--- src/rtl/seq_add_sub_unit.sv ---
// seq_add_sub_unit: multi-cycle two's-complement adder/subtractor.
// Processes CHUNK bits per cycle LSB-first with a registered ripple carry,
// trading N = WIDTH/CHUNK cycles of latency for a short carry chain.
module seq_add_sub_unit #(
    parameter int WIDTH = 64,
    parameter int CHUNK = 16
) (
    input  logic             clk,
    input  logic             reset,
    input  logic             in_valid,
    output logic             in_ready,
    input  logic             op,
    input  logic [WIDTH-1:0] a,
    input  logic [WIDTH-1:0] b,
    output logic             out_valid,
    input  logic             out_ready,
    output logic [WIDTH-1:0] result,
    output logic             carry_out,
    output logic             overflow,
    output logic             zero
);
    localparam int N  = WIDTH / CHUNK;
    localparam int KW = (N > 1) ? $clog2(N) : 1;
    localparam logic [KW-1:0] K_LAST = KW'(N - 1);

    if ((CHUNK < 1) || (CHUNK > WIDTH) || ((WIDTH % CHUNK) != 0)) begin : g_bad_chunk
        $error("CHUNK must divide WIDTH and lie in 1..WIDTH");
    end

    typedef enum logic [1:0] {
        IDLE,
        RUN,
        DONE
    } state_t;

    state_t state, state_nxt;

    // Latched operands; b is stored already inverted for subtract.
    logic [WIDTH-1:0] a_q;
    logic [WIDTH-1:0] b_eff_q;
    logic             carry_q;
    logic [KW-1:0]    k_q;

    logic [CHUNK-1:0] a_chunk;
    logic [CHUNK-1:0] b_chunk;
    logic [CHUNK-1:0] sum_chunk;
    logic             carry_chunk;
    logic             last_chunk;

    // One CHUNK-wide slice of the ripple adder, carry in the top bit.
    function automatic logic [CHUNK:0] chunk_add(input logic [CHUNK-1:0] x,
                                                 input logic [CHUNK-1:0] y,
                                                 input logic             cin);
        return {1'b0, x} + {1'b0, y} + {{CHUNK{1'b0}}, cin};
    endfunction

    // Signed overflow: same-sign operands producing a sum of the other sign.
    function automatic logic signed_ovf(input logic sa, input logic sb, input logic sr);
        return (sa == sb) && (sr != sa);
    endfunction

    // Select the active chunk and add it with the held carry.
    always_comb begin
        a_chunk                  = a_q[int'(k_q)*CHUNK +: CHUNK];
        b_chunk                  = b_eff_q[int'(k_q)*CHUNK +: CHUNK];
        {carry_chunk, sum_chunk} = chunk_add(a_chunk, b_chunk, carry_q);
        last_chunk               = (k_q == K_LAST);
    end

    // State register.
    always_ff @(posedge clk) begin
        if (reset) state <= IDLE;
        else       state <= state_nxt;
    end

    // Next-state logic; in_valid only matters in IDLE, out_ready only in DONE.
    always_comb begin
        state_nxt = state;
        case (state)
            IDLE:    if (in_valid)   state_nxt = RUN;
            RUN:     if (last_chunk) state_nxt = DONE;
            DONE:    if (out_ready)  state_nxt = IDLE;
            default: state_nxt = IDLE;
        endcase
    end

    // Handshake outputs and zero flag decoded from state and result register.
    always_comb begin
        in_ready  = (state == IDLE);
        out_valid = (state == DONE);
        zero      = (state == DONE) && (result == '0);
    end

    // Operand capture, per-chunk result write and final flag capture.
    always_ff @(posedge clk) begin
        if (reset) begin
            a_q       <= '0;
            b_eff_q   <= '0;
            carry_q   <= 1'b0;
            k_q       <= '0;
            result    <= '0;
            carry_out <= 1'b0;
            overflow  <= 1'b0;
        end else begin
            case (state)
                IDLE: begin
                    if (in_valid) begin
                        a_q     <= a;
                        b_eff_q <= op ? ~b : b;
                        carry_q <= op;
                        k_q     <= '0;
                    end
                end
                RUN: begin
                    result[int'(k_q)*CHUNK +: CHUNK] <= sum_chunk;
                    carry_q <= carry_chunk;
                    k_q     <= k_q + 1'b1;
                    if (last_chunk) begin
                        carry_out <= carry_chunk;
                        overflow  <= signed_ovf(a_q[WIDTH-1], b_eff_q[WIDTH-1],
                                                sum_chunk[CHUNK-1]);
                    end
                end
                default: ;
            endcase
        end
    end

endmodule

--- config.mk ---
export PLATFORM = sky130hd
export DESIGN_NAME = seq_add_sub_unit
export DESIGN_NICKNAME = d
export VERILOG_FILES = /design/src/rtl/seq_add_sub_unit.sv
export SDC_FILE = /design/constraint.sdc
export NUM_CORES = 1
export LEC_CHECK = 0
export CAP_MARGIN = 20
export CORE_UTILIZATION = 45
export DETAILED_ROUTE_END_ITERATION = 16
export PLACE_DENSITY = 0.75
export SLEW_MARGIN = 15
export SYNTH_ARGS = -nofsm -noshare
export SYNTH_HDL_FRONTEND = slang
export SYNTH_SLANG_ARGS = --single-unit
--- constraint.sdc ---
create_clock -name clk -period 3.4 [get_ports clk]
set_input_delay 0.34 -clock clk [delete_from_list [all_inputs] [get_ports clk]]
set_output_delay 0.34 -clock clk [all_outputs]
set_load 0.05 [all_outputs]
==> metrics.txt <==
flop and latch count out of synthesis=between 150 and 200; P&R area growth vs syn=30.1%; Netlist cell types=56; crit-path max FO=4; CTS tree=built; Setup crit start kind=register; Clock Tree Buf Depth=2; Routed Antenna Nets=0; synthesized cell area=0.00932 sq mm; syn_nets=1,182; Die H=146 um; root buffer cell=clkbuf_16; Final GP Congestion=~0.9; Rel. slew slack=0.338; top-count cell post-synth=dfxtp_1; Iter 0 DRT Violations=832; yosys warns=0; status=completed; num rows=52; syn avg cell area=around 9.1 sq um; die width=146 um; die area=0.0213 sq mm; crit share post-route=0.959; Filler Cell Count=1,705; Antenna Cells=0; WS Path Type=reg2reg; initial antenna violation count=0; VDD IR max=317 uV; RSZ-0062 raised after global routing=false; first-pass GRT wire length=40.5 mm; setup violators final=0; FFs w/ async S/R, synth=0; Post-Synthesis Cells=1,026; Clock Latency Late Sink=0.44 ns; top cells by area, synth=dfxtp_1, mux4_2, xnor2_1, nand2_1, nor2_1; largest net degree at the start of global routing=between 100 and 150; Hold WC Path Type=in2reg; Static Leak=0.00427 uW; number of synthesized flops with an enable pin=0; number of setup buffers added after CTS=0; H-tree level count=4; number of vias per cell=5.56; Floorplan Core Area=0.0202 sq mm; largest area contributor in the netlist=dfxtp_1; Max Freq=307 MHz; max-slew violation count=0; max_cap viols=0; post-DP HPWL=18.2 mm; Ports=202; Slew @ Worst Pin=0.992 ns; routed wire length=25.3 mm; layout cell share with drive strength beyond 1=0.0855; Crit. End Element=register; Final Hold Vio Count=0; total track usage=0.241; Num CTS Buffers=17; vias in the first global route=7,659; vias=8,127; DR pass1 iterations=5; Synth Flop Type=dfxtp_1; PD cells=480 mW/mm^2; share of Yosys cell area claimed by the top area cell type=0.428; Total Neg Setup Slack=0 ns; I/O Buffers=about 200; initial core utilization=0.460; DRC viols=0; Worst Path Arrival=around 3.5 ns; leading cell types by count after synthesis=dfxtp_1, nand2_1, nor2_1; gr ovfl total=0; Seq/Total Area, Yosys=0.428; hold slack final=around 0.45 ns; Clock Skew=0.0123 ns; CP required=between 3 and 4 ns; nets@finish=~1,300; DR WL/cell=17.3 um; CTS Sinks=199; Final min period=3.26 ns; clock-pin slew on the worst setup and hold paths=0.07 ns
==> placed cells by master (no fill, tap or decap), drive strengths merged, types with 21 or more instances in the layout <==
master,Yosys,routed
nand2,156,156
clkdlybuf4s50,0,199
a211oi,67,67
mux4,32,32
a22oi,53,53
xnor2,71,71
ha,21,21
buf,28,21
a21oi,86,86
dfxtp,199,199
nor2,132,132
==> stage by stage <==
stage	setup WS (ns)	instances	instance area (sq um)	util	power, uW
6_report	0.140	1463	12100	0.599	5810
5_1_grt	0.00197	1463	12100	0.599	6040
4_1_cts	0.0366	1463	12100	0.598	5810
3_5_place_dp	0.0517	1431	11500	0.567	3710
3_3_place_gp	0.247	1431	11500	0.567	3690
2_1_floorplan	0.0193	1026	9320	-	3300
==> routing by layer <==
layer	global-route usage	vias up	part of all wire
li1	-	3963	-
met2	0.386	315	0.46
met3	0.0401	35	0.061
met4	0.0837	0	0.026
met5	0	-	0
met1	0.328	3814	0.45
==> power breakdown <==
part	internal [uW]	total, uW	switching [uW]
clock	1200	2140	935
combinational	497	1130	631
sequential	2470	2550	80.6
total	4170	5810	1650
==> layout make-up <==
type,instances,area [sq um],share of cell area
Clock buffer,19,443,0.0365
Multi-Input combinational cell,736,4950,0.409
Sequential cell,199,3990,0.329
Tap cell,270,338,0.0279
Timing Repair Buffer,220,2190,0.181
Inverter,6,22.5,0.00186
Clock inverter,13,188,0.0155
==> worst max-delay path: stages (launching register included) <==
cell and delay, ns:
dfxtp_2 0.41, mux4_2 0.53, fa_1 0.47, fa_1 0.44, a21oi_2 0.21, o221ai_1 0.20, a221oi_2 0.38, o21ai_0 0.26
nand2_1 0.13, a21oi_1 0.06
==> registers in the layout (all words and copies together), names as in the netlist <==
register	cells
overflow	1
carry_out	1
state	2
k_q	2
result	64
a_q	64
carry_q	1
b_eff_q	64
==> final timing paths <==
path / startpoint / end / slack [ns] / depth (start not counted)
setup / recovery: k_q[0] / carry_q / 0.14 / 9
hold / removal: a[10] / a_q[10] / 0.45 / 3
setup reg to reg: k_q[0] / carry_q / 0.14 / 9
hold reg to reg: a_q[49] / a_q[49] / 0.46 / 2
==> logic make-up after synthesis <==
logic type | count (synthesis) | synth area share
xor+xnor | 74 | 0.0696
mux | 32 | 0.0774
simple gates | 359 | 0.165
fa+ha+maj | 23 | 0.0325
buf+inv | 91 | 0.0438
compound gates | 248 | 0.184
flops | 199 | 0.428
==> repair_timing <==
action | 4_1_cts | 5_1_grt
hold buffers | 0 | 0
endpoints found under the setup margin | 0 | 15
resized for setup | 0 | 7
Power figures use the tool's default switching activity.
==> edit (config.mk and constraints unchanged) <==
Make the reset (`reset`) asynchronous in 2 clocked blocks.
--- a/src/rtl/seq_add_sub_unit.sv
+++ b/src/rtl/seq_add_sub_unit.sv
@@ -68,7 +68,7 @@
     end
 
     // State register.
-    always_ff @(posedge clk) begin
+    always_ff @(posedge clk or posedge reset) begin
         if (reset) state <= IDLE;
         else       state <= state_nxt;
     end
@@ -92,7 +92,7 @@
     end
 
     // Operand capture, per-chunk result write and final flag capture.
-    always_ff @(posedge clk) begin
+    always_ff @(posedge clk or posedge reset) begin
         if (reset) begin
             a_q       <= '0;
             b_eff_q   <= '0;
Function: differs if reset is asserted again (counterexample within 4 cycles, from zero or initial values and one cycle with reset high); with reset held inactive, the same outputs for 4 cycles.
==> edit against the unedited design <==
Sequential share of layout area grew 7.1 points. Setup slack lost 0.048 ns. Cell count shrank 6.2%. Design area grew 2.8%. Routed wire length shrank 1.5%. Sequential cell count is the same. Synthesized cell count shrank 12%. Synthesized area grew 2.0%.
Power is not compared: it rests on default switching activity, and its combinational part moved more than twofold at a synthesized area within 25%.
==> edit: results (changes against the unedited design) <==
GRT:
- The via count of the first global-routing pass is 7358 (was 7659).
- The fraction of met3 tracks used by global routing came to 4.814% (was 4.013%).
- The met2 demand-to-capacity share in global routing is 38.68% (was 38.61%).
- The met1 track utilization from global routing is 32.50% (was 32.79%).
- The first-pass GRT wire length is 39.91 mm (was 40.49 mm).
- The pin count of the biggest net entering global routing came to 127 (was 139).
- The overall track demand over capacity in global routing was 23.97% (was 24.07%).

Hold path:
- The type of the worst min-delay path is input port to asynchronous set/reset pin (was input port to flip-flop).

Placement:
- The worst-case setup slack after placement is -0.001232 ns (was 0.05173 ns).
- The routability congestion estimate is 0.8790 (was 0.9260).
- The post-detailed-placement cell area came to 11860 µm² (was 11470 µm²).
- The detailed-placement wirelength estimate was 18.68 mm (was 18.17 mm).
- The placed instance count is 1343 (was 1431).

Drt:
- The number of detailed-route iterations in the first pass is 5 (unchanged).
- The routed length on met3 is 1.510 mm (was 1.533 mm).
- The post-detailed-route wirelength per cell is 18.18 µm (was 17.30 µm).
- The routed length on met2 is 12.09 mm (was 11.77 mm).
- The number of violations reported at the end of detailed-routing iteration 0 is 500 (was 832).
- The total number of vias is 7471 (was 8127).
- The met1 wire length was 10.80 mm (was 11.35 mm).

Synthesis:
- Dominant cells by area after synthesis: dfrtp_1 52%, nand2_1 11%, mux4_2 7.6% (was dfxtp_1 43%, mux4_2 7.7%, xnor2_1 6.7%).
- The register area share after synthesis is 52.39% (was 42.77%).
- The number of warning messages in the yosys log was 0 (unchanged).
- The synthesized netlist net count is 1058 (was 1182).
- The share of synthesized flip-flops with an asynchronous set or reset is 100.0% (was 0%).
- The average cell area after synthesis is 10.54 µm² (was 9.079 µm²).
- The distinct cell type count after synthesis is 47 (was 56).
- The leading register cell type out of synthesis was dfrtp_1 (was dfxtp_1).
- Commonest cells post-synth: 274 x nand2_1, 199 x dfrtp_1, 87 x o21ai_0 (was 199 x dfxtp_1, 156 x nand2_1, 131 x nor2_1).

Finish:
- The number of antenna repair diodes is 0 (unchanged).
- The final instance count without filler cells is 1372 (was 1463).
- The number of inserted filler cells in the final layout is 1720 (was 1705).
- The ratio of cells with drive above 1 in the final layout came to 8.802% (was 8.550%).
- The net count of the finished layout is 1248 (was 1336).
- The share of the core filled with cells in the final layout is 60.77% (was 59.89%).

Clock network:
- The insertion delay of the later-clocked pin in the worst-skew pair is 0.43 ns.
- The clock-pin slew of the registers on the worst-case setup and hold paths came to 0.07 ns (about the same).
- The number of buffers created by CTS was 17 (unchanged).
- The number of buffers inserted to repair setup after CTS came to 0 (unchanged).

Power:
- Power comes to 14160 µW.
- Of the total power, registers draw 28.7%.

Setup path:
- The maximum fanout count along the critical path is 5 (was 4).
- The endpoint arrival time on the critical path is 3.61 ns (was 3.53 ns).

Status:
- Outcome: finished clean (unchanged).

Timing:
- The actual transition at the worst max-transition pin is 1.008 ns (was 0.9923 ns).
- The worst clock skew on the final layout came to 0.009285 ns (was 0.01235 ns).
## edit: cell count changes in the layout (fill, tap and decap cells not counted), sizes merged, moves of 4 or more
cell,change
a21oi,-75
o21ai,+82
nand4,-4
dfrtp,+199
nor2,-127
a31oi,+5
a211oi,-65
dfxtp,-199
a22oi,-48
o311ai,-8
nand2,+119
a22o,+52
nand3b,-12
nor3,-11
## edit: cell families (layout without fill, tap and decap cells)
family | Yosys count | count (layout) | share of synthesized area [%]
flops | 199 | 199 | 52.39
compound gates | 183 | 183 | 12.68
mux | 33 | 33 | 7.700
xor+xnor | 76 | 76 | 7.003
buf+inv | 63 | 263 | 2.659
fa+ha+maj | 23 | 23 | 3.185
simple gates | 325 | 325 | 14.39
## edit: area by class of cell
class	count	area share (%)
Clock buffer	21	3.536
Clock inverter	8	1.025
Inverter	11	0.3617
Multi-Input combinational cell	640	34.57
Sequential cell	199	40.00
Tap cell	270	2.712
Timing Repair Buffer	223	17.79
## edit: path summary, 6_finish.rpt
kind | startpoint | end | slack [ns] | depth (start not counted)
worst max-delay path | k_q[0]$_DFFE_PP0P_ | result[46]$_DFFE_PP0P_ | 0.09 | 9
worst min-delay path | reset | result[3]$_DFFE_PP0P_ | 0.37 | 2
worst max register to register | k_q[0]$_DFFE_PP0P_ | result[46]$_DFFE_PP0P_ | 0.09 | 9
worst min register to register | a_q[51]$_DFFE_PP0P_ | a_q[51]$_DFFE_PP0P_ | 0.48 | 2
max in group asynchronous | reset | k_q[1]$_DFFE_PP0P_ | 2.21 | 3
min in group clk | a[45] | a_q[45]$_DFFE_PP0P_ | 0.43 | 3
## edit: repair_timing
action                                  CTS  global route
pin swaps                                 1             2
gates resized for setup                   1             5
cloned                                    0             0
endpoints found under the setup margin    3            27
